===== src/rtl/pipe_hazard_ctrl_pkg.sv =====
// pipe_hazard_ctrl_pkg
//   Shared definitions for the pipeline hazard controller:
//   controller state encodings, operand forward-select codes and the
//   default widths/limits used as parameter defaults.
//   Optional feature macro: HAZARD_FWD_EN (see pipe_hazard_ctrl.sv).
package pipe_hazard_ctrl_pkg;

  // Register-file address bus width (legacy name Rreg_AddrBus).
  localparam int REG_ADDR_BUS_W  = 5;
  localparam int REG_AW_DEF      = REG_ADDR_BUS_W;
  localparam int MEM_TIMEOUT_DEF = 15;

  typedef enum logic [1:0] {
    RUN      = 2'd0,
    LD_STALL = 2'd1,
    MEM_WAIT = 2'd2
  } hz_state_t;

  // ALU operand source selects
  localparam logic [1:0] FWD_RF  = 2'b00;
  localparam logic [1:0] FWD_MEM = 2'b01;
  localparam logic [1:0] FWD_WB  = 2'b10;

endpackage


===== src/rtl/pipe_hazard_ctrl_fwd_sel.sv =====
// fwd_sel
//   Match logic and forward priority for one ALU source operand.
//   Ports:
//     src_addr/src_use        source register of the ID instruction, used flag
//     ex_/mem_/wb_ wr, addr   write-enable and destination of each stage
//     stall_match             hazard that must stall ID:
//                               HAZARD_FWD_EN defined : match with EX only
//                               (top qualifies it as load-use)
//                               otherwise             : match with EX, MEM or WB
//     sel                     operand source (FWD_RF/FWD_MEM/FWD_WB),
//                             always FWD_RF when HAZARD_FWD_EN is undefined
module fwd_sel import pipe_hazard_ctrl_pkg::*; #(
  parameter int REG_AW = REG_AW_DEF
) (
  input  logic [REG_AW-1:0] src_addr,
  input  logic              src_use,
  input  logic              ex_wr,
  input  logic [REG_AW-1:0] ex_addr,
  input  logic              mem_wr,
  input  logic [REG_AW-1:0] mem_addr,
  input  logic              wb_wr,
  input  logic [REG_AW-1:0] wb_addr,
  output logic              stall_match,
  output logic [1:0]        sel
);

  logic live, ex_hit, mem_hit, wb_hit;

  // r0 is hardwired zero, so it never carries a dependency
  assign live    = src_use & (src_addr != '0);
  assign ex_hit  = live & ex_wr  & (src_addr == ex_addr);
  assign mem_hit = live & mem_wr & (src_addr == mem_addr);
  assign wb_hit  = live & wb_wr  & (src_addr == wb_addr);

  always_comb begin
    sel = FWD_RF;
`ifdef HAZARD_FWD_EN
    // MEM holds the younger value, so it beats WB
    if (mem_hit)     sel = FWD_MEM;
    else if (wb_hit) sel = FWD_WB;
    stall_match = ex_hit;
`else
    stall_match = ex_hit | mem_hit | wb_hit;
`endif
  end

endmodule


===== src/rtl/pipe_hazard_ctrl.sv =====
// pipe_hazard_ctrl
//   Hazard and sequencing controller for the 5-stage pipeline.
//   Drives hold/bubble/flush of the pipeline registers, the ALU forward
//   selects and the data-memory req/ack handshake of the MEM stage.
//   Ports:
//     clk, rst                     clock, synchronous active-high reset
//     id_*                         ID source registers and use flags
//     ex_*, mem_*, wb_*            controls/destinations of later stages
//     branch_taken_ex              branch resolved taken in EX
//     dmem_ack                     data memory completed the access
//     stall_if/flush_id/hold_ex/bubble_ex/hold_mem/bubble_wb
//                                  pipeline register controls
//     fwd_a/fwd_b                  operand sources (rs/rt)
//     dmem_req, mem_err            memory request, timeout pulse
//   Macro HAZARD_FWD_EN: when defined, operands are forwarded and only a
//   load-use dependency stalls (one LD_STALL cycle); when undefined the
//   forward selects are 00 and any dependency on EX/MEM/WB stalls ID.
module pipe_hazard_ctrl import pipe_hazard_ctrl_pkg::*; #(
  parameter int REG_AW      = REG_AW_DEF,
  parameter int MEM_TIMEOUT = MEM_TIMEOUT_DEF
) (
  input  logic              clk,
  input  logic              rst,
  input  logic [REG_AW-1:0] id_rs_addr,
  input  logic [REG_AW-1:0] id_rt_addr,
  input  logic              id_use_rs,
  input  logic              id_use_rt,
  input  logic              ex_read_mem,
  input  logic              ex_wite_reg,
  input  logic [REG_AW-1:0] ex_wite_reg_addr,
  input  logic              mem_read_mem,
  input  logic              mem_wite_mem,
  input  logic              mem_wite_reg,
  input  logic [REG_AW-1:0] mem_wite_reg_addr,
  input  logic              wb_wite_reg,
  input  logic [REG_AW-1:0] wb_wite_reg_addr,
  input  logic              branch_taken_ex,
  input  logic              dmem_ack,
  output logic              stall_if,
  output logic              flush_id,
  output logic              hold_ex,
  output logic              bubble_ex,
  output logic              hold_mem,
  output logic              bubble_wb,
  output logic [1:0]        fwd_a,
  output logic [1:0]        fwd_b,
  output logic              dmem_req,
  output logic              mem_err
);

  localparam int CNT_W = $clog2(MEM_TIMEOUT + 1);

  hz_state_t              state_q, state_d;
  logic [CNT_W-1:0]       cnt_q, cnt_d;

  // operand 0 = rs, operand 1 = rt
  logic [1:0][REG_AW-1:0] src_addr;
  logic [1:0]             src_use;
  logic [1:0]             stall_match;
  logic [1:0][1:0]        sel;

  logic mem_access, waiting, timeout, freeze, load_use, data_stall;

  assign src_addr = {id_rt_addr, id_rs_addr};
  assign src_use  = {id_use_rt, id_use_rs};

  for (genvar g = 0; g < 2; g++) begin : g_opnd
    fwd_sel #(.REG_AW(REG_AW)) u_fwd (
      .src_addr   (src_addr[g]),
      .src_use    (src_use[g]),
      .ex_wr      (ex_wite_reg),
      .ex_addr    (ex_wite_reg_addr),
      .mem_wr     (mem_wite_reg),
      .mem_addr   (mem_wite_reg_addr),
      .wb_wr      (wb_wite_reg),
      .wb_addr    (wb_wite_reg_addr),
      .stall_match(stall_match[g]),
      .sel        (sel[g])
    );
  end

  assign mem_access = mem_read_mem | mem_wite_mem;
  assign waiting    = (state_q == MEM_WAIT);
  // cnt_q counts freeze cycles already spent; the first one happens in RUN
  // before MEM_WAIT is entered, so hitting MEM_TIMEOUT here caps the freeze.
  assign timeout    = waiting & ~dmem_ack & (cnt_q == CNT_W'(MEM_TIMEOUT));
  // Freeze starts in the first request cycle without ack; ack releases in
  // that same cycle.
  assign freeze     = (waiting | mem_access) & ~dmem_ack & ~timeout;

`ifdef HAZARD_FWD_EN
  // In LD_STALL the load has already moved to MEM; the bubble is in EX.
  assign load_use   = (state_q != LD_STALL) & ex_read_mem & (|stall_match);
  assign data_stall = load_use;
`else
  logic unused_ex_read_mem;
  assign unused_ex_read_mem = ex_read_mem;
  assign load_use   = 1'b0;
  assign data_stall = |stall_match;
`endif

  // state register
  always_ff @(posedge clk) begin
    if (rst) begin
      state_q <= RUN;
      cnt_q   <= '0;
    end else begin
      state_q <= state_d;
      cnt_q   <= cnt_d;
    end
  end

  // next state
  always_comb begin
    state_d = RUN;
    cnt_d   = '0;
    if (freeze) begin
      state_d = MEM_WAIT;
      cnt_d   = waiting ? cnt_q + 1'b1 : CNT_W'(1);
    end else if (load_use && !branch_taken_ex) begin
      state_d = LD_STALL;
    end
  end

  // outputs: freeze beats branch flush, flush beats data stall
  always_comb begin
    stall_if  = 1'b0;
    flush_id  = 1'b0;
    hold_ex   = 1'b0;
    bubble_ex = 1'b0;
    hold_mem  = 1'b0;
    bubble_wb = 1'b0;
    fwd_a     = FWD_RF;
    fwd_b     = FWD_RF;
    dmem_req  = 1'b0;
    mem_err   = 1'b0;
    if (!rst) begin
      fwd_a    = sel[0];
      fwd_b    = sel[1];
      dmem_req = waiting | mem_access;
      mem_err  = timeout;
      if (freeze) begin
        stall_if  = 1'b1;
        hold_ex   = 1'b1;
        hold_mem  = 1'b1;
        bubble_wb = 1'b1;
      end else if (branch_taken_ex) begin
        flush_id  = 1'b1;
        bubble_ex = 1'b1;
      end else if (data_stall) begin
        stall_if  = 1'b1;
        bubble_ex = 1'b1;
      end
    end
  end

endmodule


===== config.mk =====
export PLATFORM = sky130hd
export DESIGN_NAME = pipe_hazard_ctrl
export DESIGN_NICKNAME = d
export VERILOG_FILES = /design/src/rtl/pipe_hazard_ctrl_pkg.sv /design/src/rtl/pipe_hazard_ctrl_fwd_sel.sv /design/src/rtl/pipe_hazard_ctrl.sv
export SDC_FILE = /design/constraint.sdc
export NUM_CORES = 1
export LEC_CHECK = 0
export ABC_AREA = 1
export ABC_CLOCK_PERIOD_IN_PS = 1450
export CAP_MARGIN = 25
export CORE_MARGIN = 2
export CORE_UTILIZATION = 35
export DETAILED_ROUTE_END_ITERATION = 10
export GPL_ROUTABILITY_DRIVEN = 0
export PLACE_DENSITY_LB_ADDON = 0.1
export RECOVER_POWER = 25
export SYNTH_ARGS = -nofsm -noshare
export SYNTH_HDL_FRONTEND = slang
export SYNTH_SLANG_ARGS = --single-unit

===== constraint.sdc =====
create_clock -name clk -period 1.45 [get_ports clk]
set_clock_uncertainty 0.1 [all_clocks]
set_input_delay 0.29 -clock clk [delete_from_list [all_inputs] [get_ports clk]]
set_output_delay 0.29 -clock clk [all_outputs]
set_load 0.01 [all_outputs]

# Word level (Yosys, flattened, before mapping)
# Index checks and enable logic that the tools add are counted.
word_totals:
  ff_bits: 6
  word_cells: 61
  in_bits: 37
op_classes:
  n_eq_ne: 8
  n_mux: 16
  n_addsub: 1
  reduce_logical: 5
  bitwise_logic: 28
op_table:
  columns: ["op", "count"]
  rows:
  - ["$eq 5x5->1", 6]
  - ["$and 1x1->1", 18]
  - ["$mux 1", 15]
  - ["$reduce_bool 5->1", 2]
  - ["$or 1x1->1", 6]
  - ["$add 4x1->4 const B", 1]
  - ["$eq 4x4->1 const B", 1]
  - ["$not 1->1", 4]
  - ["$reduce_or 2->1", 2]
  - ["$reduce_or 3->1", 1]
  - ["$eq 2x2->1 const B", 1]
  - ["$mux 2", 1]

# Longest topological paths before layout
depth:
  ltp_word: 11
  depth_mapped: 10
  depth_no_buf: 10

# Modules after synthesis
# From an unflattened synthesis, not the netlist that was laid out.
unflattened:
  cells_unflattened: 212
  hier_area_um2: 1034.7
modules_own_cells:
  columns: ["mod", "instances", "seq_area_each_um2", "area_each_um2", "cells_each"]
  rows:
  - ["fwd_sel", 2, 0.0, 339.1, 80]
  - ["pipe_hazard_ctrl", 1, 100.1, 356.6, 52]

# Worst setup path before layout
# Ideal clock, no wire load.
synth_path:
  path_kind: "reg-to-output"
  start: "register cnt_q[0]"
  end: "output stall_if"
  arrival_time_ns: 1.216
  stages_incl_launch_ff: 9
  slack_ns: -0.156
  path_cell_list: "dfxtp_1 ha_1 nand2_1 inv_2 nand4_1 nand2_2 nor3_4 inv_1 nand2_1"
synth_between:
  elab_chain_len: 6
synth_lines:
  columns: ["element", "line_no", "text"]
  rows:
  - ["start: declaration", "pipe_hazard_ctrl.sv:54", "logic [CNT_W-1:0] cnt_q, cnt_d;"]
  - ["start signal: assignment", "pipe_hazard_ctrl.sv:109", "cnt_q <= cnt_d;"]
  - ["$eq 4x4->1", "pipe_hazard_ctrl.sv:86", "assign timeout = waiting & ~dmem_ack & (cnt_q == CNT_W'(MEM_TIMEOUT));"]
  - ["$and 1x1->1", "pipe_hazard_ctrl.sv:86", null]
  - ["$not 1->1", "pipe_hazard_ctrl.sv:89", "assign freeze = (waiting | mem_access) & ~dmem_ack & ~timeout;"]
  - ["$and 1x1->1", "pipe_hazard_ctrl.sv:89", null]
  - ["$mux 1", "pipe_hazard_ctrl.sv:142", "if (freeze) begin"]
  - ["$mux 1", "pipe_hazard_ctrl.sv:137", "if (!rst) begin"]
  - ["end: declaration", "pipe_hazard_ctrl.sv:39", "output logic stall_if,"]
# No other way between the ends.

# Final worst setup path
layout_path:
  start: "register cnt_q[1]"
  end: "output bubble_ex"
layout_between:
  elab_chain_len: 6
layout_lines:
  columns: ["element", "line_no", "text"]
  rows:
  - ["$eq 4x4->1", "pipe_hazard_ctrl.sv:86", null]
  - ["$and 1x1->1", "pipe_hazard_ctrl.sv:86", null]
  - ["$not 1->1", "pipe_hazard_ctrl.sv:89", null]
  - ["$and 1x1->1", "pipe_hazard_ctrl.sv:89", null]
  - ["$mux 1", "pipe_hazard_ctrl.sv:142", null]
  - ["$mux 1", "pipe_hazard_ctrl.sv:137", null]
  - ["end: declaration", "pipe_hazard_ctrl.sv:42", "output logic bubble_ex,"]
# No other way between the ends.

==> results.md <==
- Drt total wl: 3000 microns
- CP cell instances: ha_4 -> nand2_2 -> inv_2 -> nand4_1 -> nand2_2 -> nor2_4 -> nor2_4 -> nand2_1 -> nand2_2 -> buf_6
- Share of the synthesized area in the top cell type: 35.1%
- Fin cells: 285
- CP Class: reg -> out
- Max Fclk: 0.533 GHz
- DPL Wire Length: 2400 microns
- Rows: 18
- Layout net count: 294
- Buffer depth of the longest clock path: 2
- Register area share after synthesis: 11.1%
- Prevailing post-synth register cell: dfxtp_1
- Post-synth top area cell: nand2_1
- Global-route usage over all layers: 20.5%
- CTS root buf: clkbuf_4
- Die Y: 54.7 microns
- Status: finished, violations left
- Synth top cells by count: nand2_1, inv_1, nor2_1, nand3_1
- Worst Setup Start Kind: flip-flop
- RSZ-0062 raised after global routing: yes
- IO Port Bufs: 43
- Crit-path slowest cell: dfxtp_2
- Failing checks: setup timing
- Largest net degree at the start of global routing: 7
- Antenna Cells: 0
- Drt pass-1 iters: 4
- WL met3: 161 microns
- Via density: 4.52
- Initial Utilization: 36.6%
- Initial antenna violation count: 0
- Crit. End Element: output pin
- Post-synth EDFFs: 0
- Final Hold Vio Count: 0
- Worst Path Required: 1.06 ns
- Async set-reset flop share out of synthesis: 0%
- Final Util: 64.0%
- Post-synth cell types: 19
- Min-Delay Path Class: reg -> reg
- Worst-Skew Late Latency: 0.25 ns
- Die X: 54.7 microns
- WP data arrival: 1.49 ns
- CP most frequent cell: nand2_2
- First-pass GRT wire length: 4460 microns
- H-tree lvl count: 1
- Mapped Area: 898 sq um
- Wire length on met1: 1120 microns
- Flop2flop setup slack: -0.05 ns
- Top sig layer: met4
- Die area: 2990 sq um
- Endpoints failing setup: 12
- GR Overflow Total: 0
- Final WS setup: -0.426 ns
- CTS tree: done
- Post-route ant nets: 0
- Synth-to-layout area growth: 74.9%
- Final Power: 0.667 mW
- Tcrit/Tclk final: 129%
- Synth top area cells: nand2_1, inv_1, nor2_1
- Area after DPL: 1480 sq um
- P_leak: 0.952 nW
- Design area: 1570 sq um
- DRC Markers: 0
- Layout cells sized above 1: 30.6%
- Post-synthesis register bit count: 5
- Most common cell in the netlist: nand2_1
- Worst VDD drop: 0.353 mV
- CTS sink count: 5
- Ys Warns: 0
- Wire per inst: 10.5 microns
- Final period demand of the worst path: 1.88 ns
- I/O Pins: 49
- MaxCap Viol Count: 0
- Synth Instances: 187
- Vias in the first global route: 1178
- Vias: 1288
- PD cells: 424 nW/um^2
- Num CTS Buffers: 3
- Starting DRC count in detailed routing: 27
- Placed cells: 276
- Routed length on met2: 1690 microns
- Clk slew on worst S/H paths: 0.05 ns
- Avg Synthesized Cell Area: 4.80 sq um
- Crit-path max FO: 3
- Worst path max stage delay: 0.35 ns
- Slew Limit Fails: 0
- Core ar.: 2450 sq um
what timing repair did:
action                                  CTS  global route
pin swaps                                12            18
setup buffers                             5             2
gates resized for setup                  87            26
hold buffers                              0             0
endpoints found under the setup margin   11            12
power breakdown:
group,total (mW),switching [mW],internal (mW)
Clock,0.169,0.0688,0.100
Combinational,0.353,0.181,0.172
Sequential,0.145,0.00406,0.141
Total,0.667,0.254,0.413
worst paths after layout:
path | from | end | depth (start not counted)
worst max-delay path | cnt_q[1]$_SDFF_PP0_ | bubble_ex | 10
worst min-delay path | cnt_q[0]$_SDFF_PN0_ | cnt_q[0]$_SDFF_PN0_ | 2
worst max register to register | cnt_q[1]$_SDFF_PP0_ | cnt_q[2]$_SDFF_PP0_ | 10
worst min register to register | cnt_q[0]$_SDFF_PN0_ | cnt_q[0]$_SDFF_PN0_ | 2
kinds of logic after synthesis:
| group | Yosys count | share of synthesized area [%] |
|---|---|---|
| DFF | 5 | 11.1 |
| and+or+nand+nor | 133 | 63.2 |
| AOI/OAI and AO/OA | 8 | 4.46 |
| adders and majority gates | 1 | 1.39 |
| xor gates and xnor gates | 1 | 0.975 |
| other | 1 | 0.417 |
| buffers and inverters | 38 | 18.4 |
flip-flops by register name, indices dropped and copies added, names as in the netlist:
register and flops:
cnt_q 4, state_q 1
per-stage QoR:
| stage | setup WS, ns | TNS [ns] | hold WS [ns] |
|---|---|---|---|
| after floorplan | -0.148 | -0.428 | 0.269 |
| after global placement | -1.04 | -7.23 | 0.407 |
| after detailed placement | -1.06 | -7.48 | 0.426 |
| after CTS | -0.480 | -3.40 | 0.452 |
| after global routing | -0.521 | -3.80 | 0.464 |
| final | -0.426 | -3.00 | 0.445 |
layout by cell type (no fill, tap or decap):
cell type         n
nand2_2           6
nand2_1          79
o21ai_1           5
conb_1            4
inv_1            18
clkbuf_2          4
buf_2             3
nand2_4           1
clkdlybuf4s15_1   5
nand4_1           3
inv_2            14
nor2_4            2
ha_4              1
buf_6             8
nor3_4            2
dfxtp_2           2
dfxtp_1           2
a21oi_2           2
dfxtp_4           1
dlymetal6s2s_1    3
clkinv_2          1
clkbuf_4          3
buf_4            21
dlygate4sd2_1    18
nor2_1           24
nor2_2            5
xor2_1            1
nor3_2            2
o21ai_0           1
clkdlybuf4s50_1   5
nand3_1           9
per-layer routing:
metal	GRT usage (%)	up-vias
li1	-	688
met1	21.8	558
met2	41.3	40
met3	0.820	2
met4	7.50	0
met5	0	-
area by class of cell:
type                       instances  area (sq um)
clock buffer                       3          22.5
clock inverter                     1          5.00
fill                             262           883
inverter                          32           120
multi-input combinational        147           702
sequential                         5           106
tap                               30          37.5
timing repair buffer              67           578
worst max-delay path, delay by kind of cell, from the launching register on:
family        cells  cell delay [ns]
flops             1             0.35
buf+inv           2             0.14
fa+ha+maj         1             0.14
simple gates      7             0.61
No activity file was read; power rests on OpenSTA's default activity.
